**src/rtl/put_get_channel_pkg.sv**
```systemverilog
// Shared types for the put/get channel unit: instruction encodings,
// get-FSM states and default channel sizing.
package put_get_channel_pkg;

    // Major opcode that carries put/get instructions.
    localparam logic [6:0] CUSTOM_T = 7'b0001011;

    // fn3 encodings inside CUSTOM_T; 010..111 are reserved.
    typedef enum logic [2:0] {
        PUT_FN3 = 3'b000,
        GET_FN3 = 3'b001
    } put_get_arith_t;

    // Get-side FSM states.
    typedef enum logic [1:0] {
        IDLE = 2'd0,
        WAIT = 2'd1,
        WB   = 2'd2
    } channel_state_t;

    localparam int DEFAULT_CHANNEL_DEPTH = 8;
    localparam int CHANNEL_DATA_W        = 32;

    // True for any fn3 that is neither put nor get.
    function automatic logic is_reserved_fn3(input logic [2:0] fn3);
        return fn3[2:1] != 2'b00;
    endfunction

endpackage

```
**src/rtl/put_get_channel_fifo.sv**
```systemverilog
// channel_fifo: synchronous FIFO holding inbound link words until a get
// consumes them. Head word is visible combinationally; pointers wrap
// modulo DEPTH (DEPTH must be a power of two).
module channel_fifo
    import put_get_channel_pkg::*;
#(
    parameter int DEPTH = DEFAULT_CHANNEL_DEPTH,
    parameter int WIDTH = CHANNEL_DATA_W
) (
    input  logic             clk,
    input  logic             rst,
    input  logic             push,
    input  logic [WIDTH-1:0] push_data,
    input  logic             pop,
    output logic             full,
    output logic             empty,
    output logic [WIDTH-1:0] head
);

    localparam int AW = $clog2(DEPTH);
    localparam int CW = AW + 1;
    localparam logic [CW-1:0] DEPTH_C = CW'(DEPTH);

    logic [WIDTH-1:0] mem [DEPTH];
    logic [AW-1:0]    wr_ptr;
    logic [AW-1:0]    rd_ptr;
    logic [CW-1:0]    count;
    logic             do_push;
    logic             do_pop;

    // A push while full is only legal when a pop frees the slot that cycle.
    always_comb begin
        do_pop  = pop && !empty;
        do_push = push && (!full || do_pop);
    end

    assign full  = (count == DEPTH_C);
    assign empty = (count == '0);
    assign head  = mem[rd_ptr];

    // Pointer and occupancy bookkeeping.
    always_ff @(posedge clk or posedge rst) begin
        if (rst) begin
            wr_ptr <= '0;
            rd_ptr <= '0;
            count  <= '0;
        end else begin
            if (do_push) begin
                wr_ptr <= wr_ptr + 1'b1;
            end
            if (do_pop) begin
                rd_ptr <= rd_ptr + 1'b1;
            end
            case ({do_push, do_pop})
                2'b10:   count <= count + 1'b1;
                2'b01:   count <= count - 1'b1;
                default: count <= count;
            endcase
        end
    end

    // Storage array; contents are don't-care until written, so no reset.
    always_ff @(posedge clk) begin
        if (do_push) begin
            mem[wr_ptr] <= push_data;
        end
    end

endmodule

```
**src/rtl/put_get_channel.sv**
```systemverilog
// put_get_channel: execution unit for CUSTOM_T put/get. Puts drive a
// registered outbound link word; gets pop the inbound FIFO into a
// registered writeback slot, blocking in WAIT while the FIFO is empty.
//
// Handshakes: every channel (issue, wb, tx, rx) transfers on the cycle
// where its valid and ready are both high; valid never depends on ready
// of the same channel, and ready/ack seen while valid is low is ignored.
module put_get_channel
    import put_get_channel_pkg::*;
#(
    parameter int DEPTH = DEFAULT_CHANNEL_DEPTH,
    parameter int ID_W  = 3
) (
    input  logic            clk,
    input  logic            rst,
    input  logic            issue_valid,
    output logic            issue_ready,
    input  logic [2:0]      issue_fn3,
    input  logic [31:0]     issue_rs1,
    input  logic [ID_W-1:0] issue_id,
    output logic            wb_valid,
    input  logic            wb_ack,
    output logic [ID_W-1:0] wb_id,
    output logic [31:0]     wb_rd,
    output logic            tx_valid,
    input  logic            tx_ready,
    output logic [31:0]     tx_data,
    input  logic            rx_valid,
    output logic            rx_ready,
    input  logic [31:0]     rx_data,
    output logic            illegal_fn3
);

    channel_state_t  state_q;
    channel_state_t  state_d;

    logic            accept;
    logic            put_acc;
    logic            get_acc;
    logic            rsvd_acc;

    logic            fifo_push;
    logic            fifo_pop;
    logic            fifo_full;
    logic            fifo_empty;
    logic [31:0]     fifo_head;

    logic            tx_valid_q;
    logic [31:0]     tx_data_q;
    logic [31:0]     wb_rd_q;
    logic [ID_W-1:0] wb_id_q;
    logic            illegal_q;

    // Issue acceptance and decode of the accepted instruction.
    always_comb begin
        accept   = issue_valid && issue_ready;
        put_acc  = accept && (issue_fn3 == PUT_FN3);
        get_acc  = accept && (issue_fn3 == GET_FN3);
        rsvd_acc = accept && is_reserved_fn3(issue_fn3);
    end

    // Ready outputs are forced low while reset is held.
    assign issue_ready = !rst && (state_q == IDLE) && !tx_valid_q;
    assign rx_ready    = !rst && !fifo_full;
    assign fifo_push   = rx_valid && rx_ready;

    channel_fifo #(
        .DEPTH (DEPTH),
        .WIDTH (CHANNEL_DATA_W)
    ) u_fifo (
        .clk       (clk),
        .rst       (rst),
        .push      (fifo_push),
        .push_data (rx_data),
        .pop       (fifo_pop),
        .full      (fifo_full),
        .empty     (fifo_empty),
        .head      (fifo_head)
    );

    // Get FSM state register.
    always_ff @(posedge clk or posedge rst) begin
        if (rst) begin
            state_q <= IDLE;
        end else begin
            state_q <= state_d;
        end
    end

    // Get FSM next state and FIFO pop; the pop always coincides with
    // capture of the head word into the writeback slot.
    always_comb begin
        state_d  = state_q;
        fifo_pop = 1'b0;
        case (state_q)
            IDLE: begin
                if (get_acc) begin
                    if (!fifo_empty) begin
                        fifo_pop = 1'b1;
                        state_d  = WB;
                    end else begin
                        state_d  = WAIT;
                    end
                end
            end
            WAIT: begin
                if (!fifo_empty) begin
                    fifo_pop = 1'b1;
                    state_d  = WB;
                end
            end
            WB: begin
                if (wb_ack) begin
                    state_d = IDLE;
                end
            end
            default: state_d = IDLE;
        endcase
    end

    // Writeback slot: id latched at get acceptance, data at the pop.
    always_ff @(posedge clk or posedge rst) begin
        if (rst) begin
            wb_id_q <= '0;
            wb_rd_q <= '0;
        end else begin
            if (get_acc) begin
                wb_id_q <= issue_id;
            end
            if (fifo_pop) begin
                wb_rd_q <= fifo_head;
            end
        end
    end

    // Outbound link register: loaded by a put, cleared after the handshake.
    always_ff @(posedge clk or posedge rst) begin
        if (rst) begin
            tx_valid_q <= 1'b0;
            tx_data_q  <= '0;
        end else if (put_acc) begin
            tx_valid_q <= 1'b1;
            tx_data_q  <= issue_rs1;
        end else if (tx_valid_q && tx_ready) begin
            tx_valid_q <= 1'b0;
        end
    end

    // One-cycle flag for a reserved fn3 accepted on the previous cycle.
    always_ff @(posedge clk or posedge rst) begin
        if (rst) begin
            illegal_q <= 1'b0;
        end else begin
            illegal_q <= rsvd_acc;
        end
    end

    assign wb_valid    = (state_q == WB);
    assign wb_id       = wb_id_q;
    assign wb_rd       = wb_rd_q;
    assign tx_valid    = tx_valid_q;
    assign tx_data     = tx_data_q;
    assign illegal_fn3 = illegal_q;

endmodule

```
**config.mk**
```make
export PLATFORM = sky130hd
export DESIGN_NAME = put_get_channel
export DESIGN_NICKNAME = d
export VERILOG_FILES = /design/src/rtl/put_get_channel_pkg.sv /design/src/rtl/put_get_channel_fifo.sv /design/src/rtl/put_get_channel.sv
export SDC_FILE = /design/constraint.sdc
export NUM_CORES = 1
export LEC_CHECK = 0
export CAP_MARGIN = 5
export CORE_ASPECT_RATIO = 0.7
export CORE_MARGIN = 2
export CORE_UTILIZATION = 56
export CTS_CLUSTER_DIAMETER = 150
export CTS_CLUSTER_SIZE = 10
export DETAILED_ROUTE_END_ITERATION = 12
export PLACE_DENSITY = 0.79
export SYNTH_ARGS = -nofsm -noshare
export SYNTH_HDL_FRONTEND = slang
export SYNTH_HIERARCHICAL = 1
export SYNTH_SLANG_ARGS = --single-unit
```
**constraint.sdc**
```tcl
create_clock -name clk -period 6.2 [get_ports clk]
set_input_delay 1.55 -clock clk [delete_from_list [all_inputs] [get_ports clk]]
set_output_delay 1.55 -clock clk [all_outputs]
set_load 0.03 [all_outputs]
```
==> metrics.md <==
| Metric | Value |
|---|---|
| Outcome | `complete, no violations` |
| DR WL/cell | `24.1 um` |
| Port Buffer Count | `147` |
| Seq cells post-synth | `337` |
| Ys flop type | `edfxtp_1` |
| Post-DP HPWL | `16.5 mm` |
| Crit-path max FO | `19` |
| Maximum vdd drop | `214 uV` |
| Slack of the critical path | `1.35 ns` |
| Synth cell types | `44` |
| Most used cell, CP | `nand2b_1` |
| Worst Tran Pin Value | `1.08 ns` |
| EDFF count, synth | `256` |
| Layout cells sized above 1 | `26.4%` |
| First-pass GRT wire length | `41.6 mm` |
| CTS max path bufs | `3` |
| Post-CTS sizing | `0` |
| CTS Buf Count | `39` |
| Tcrit/Tclk final | `78.2%` |
| Max stage delay on crit path | `0.62 ns` |
| Syn Nets | `685` |
| Fmax | `206 MHz` |
| Setup Buffers After CTS | `0` |
| Crit path kind | `in -> reg` |
| Num ports | `148` |
| Setup TNS Final | `0 ns` |
| Area Overhead vs Synth | `21.9%` |
| Pre-CTS setup slack | `0.842 ns` |
| Leakage | `5.73 nW` |
| Vias in the first global route | `6827` |
| Reg clk slew, reported paths | `0.05 ns` |
| Skew final | `0.0187 ns` |
| Drt drc | `0` |
| DRT Pass-1 Iters | `7` |
| Hold Path Class | `reg -> reg` |
| Synth Area per Inst | `21.9 sq um` |
| Die Area | `0.0249 sq mm` |
| Worst setup SP type | `primary input` |
| CTS H-tree lvls | `2` |
| Max_slew headroom | `27.6%` |
| GRT Util Overall | `22.2%` |
| Crit-path cells | `clkdlybuf4s50_1 > nor4_4 > a41oi_1 > nor3_4 > nand2b_1 > o21a_1 > nand2b_1 > nor2_4 > buf_4` |
| Core Area | `0.0229 sq mm` |
| Synth Instances | `604` |
| DRT iter0 DRCs | `623` |
| Critical Path RT | `6.37 ns` |
| Most common cell in the synthesized netlist | `edfxtp_1` |
| Fraction of registers with async set/reset | `24.0%` |
| Largest net degree at the start of global routing | `67` |
| CP max-delay cell | `nor3_4` |
| Antenna Cells | `0` |
| Final setup violation count | `0` |
| Sink Count | `337` |
| Total Wirelength | `26.9 mm` |
| Fin cells | `1115` |
| MaxCap Viol Count | `0` |
| Die Y | `133 um` |
| Seq/Total Area, Yosys | `73.5%` |
| CTS Hold Buffers Added | `0` |
| Via-per-instance ratio | `5.80` |
| Placed Instances | `1047` |
| Initial Util | `57.7%` |
| Hold Violations, Final | `0` |
| Root Driver | `clkbuf_16` |
| Post-synth top cells | `256 x edfxtp_1, 81 x dfrtp_1, 71 x mux2_2` |
| DP Area | `0.0150 sq mm` |
| Fin. max-slew vios | `0` |
| RSZ-0062 raised after global routing | `no` |
| Row count | `46` |
| Grt total ovfl | `0` |
| Initial antenna violation count | `0` |
| Cell taking the most area after synthesis | `edfxtp_1` |
| CTS tree | `yes` |
| Setup crit end kind | `flop` |
| CP arrival | `5.02 ns` |
| Power Density | `437 mW/mm^2` |
| Syn. warnings | `6` |
| Synth top area share | `58.2%` |
| Top post-synthesis cells by area | `edfxtp_1 58%, dfrtp_1 15%, mux4_2 6.6%` |
| Worst-Skew Late Latency | `0.51 ns` |
| Number of nets in the layout | `857` |
| Cell Area, Synth | `0.0132 sq mm` |
| Post-route ant nets | `0` |
| Tmin final | `4.85 ns` |
| Routability-driven placement congestion ratio | `0.738` |
| DIE WIDTH | `188 um` |
| Post-Layout Inst Area | `0.0161 sq mm` |
| Vias | `6463` |
metrics by stage:
stage	hold slack [ns]	power, W	util, %
5_1_grt	0.522	0.00731	70.3
3_3_place_gp	0.489	0.00502	65.6
3_5_place_dp	0.492	0.00509	65.6
4_1_cts	0.504	0.00710	70.3
6_report	0.501	0.00703	70.3
2_1_floorplan	0.487	0.00439	-
worst paths after layout:
check	from	end	cells after the start	slack, ns
min reg2reg	wb_rd[7]$_DFFE_PP0P_	wb_rd[7]$_DFFE_PP0P_	1	0.50
max	rst	u_fifo/mem[2][6]$_DFFE_PP_	9	1.35
max reg2reg	state_q[1]$_DFFE_PP0P_	u_fifo/mem[2][6]$_DFFE_PP_	8	2.45
min in group asynchronous	rst	u_fifo/wr_ptr[1]$_DFFE_PP0P_	2	1.53
min	wb_rd[7]$_DFFE_PP0P_	wb_rd[7]$_DFFE_PP0P_	1	0.50
max in group asynchronous	rst	tx_data[21]$_DFFE_PP0P_	3	3.63
worst max-delay path, delay by kind of cell:
kind	cells	cell delay [ns]
buf+inv	2	0.93
compound gates	2	0.47
simple gates	5	2.02
layout make-up:
type	count	area [sq um]
Clock inverter	2	13.8
Timing Repair Buffer	158	1550
Fill cell	1383	6800
Multi-Input combinational cell	231	3320
Sequential cell	337	9720
Inverter	9	35.0
Clock buffer	66	1080
Tap cell	312	390
state kept, by name (all words and copies together) (netlist names):
signal         flops
u_fifo/mem       256
tx_data           32
wb_rd             32
u_fifo/count       4
u_fifo/rd_ptr      3
u_fifo/wr_ptr      3
wb_id              3
state_q            2
illegal_fn3        1
tx_valid           1
layout by cell type (no fill, tap or decap), drive strengths merged, types with 2 or more instances in the layout:
master / n
buf: 11
clkbuf: 66
clkdlybuf4s50: 147
clkinv: 2
dfrtp: 81
edfxtp: 256
ha: 4
inv: 9
mux2: 102
mux2i: 2
mux4: 64
nand2: 10
nand2b: 4
nand3: 2
nor2: 12
nor3: 3
o21ai: 3
or2: 2
or3: 2
xnor2: 4
xor2: 2
kinds of logic after synthesis:
family | share of synthesized area [%]
adder cells (fa/ha/maj) | 0.530
buffers and inverters | 1.87
AND/OR/NAND/NOR | 1.70
multiplexers | 21.3
XOR/XNOR | 0.398
flip-flops | 73.5
AO/OA/AOI/OAI | 0.682
metal layers:
layer / vias up / wire length (um) / share of wire, % / track usage, %
li1: 2793 / - / - / -
met1: 3391 / 11700 / 44 / 33.3
met2: 236 / 12800 / 48 / 34.5
met3: 43 / 1790 / 6.7 / 4.16
met4: 0 / 527 / 2.0 / 5.47
met5: - / 0 / 0 / 0
power breakdown:
part           switching, W  internal, W
registers          0.000248      0.00277
logic              0.000988      0.00104
clock network      0.000814      0.00117
No activity file was read; power rests on OpenSTA's default activity.
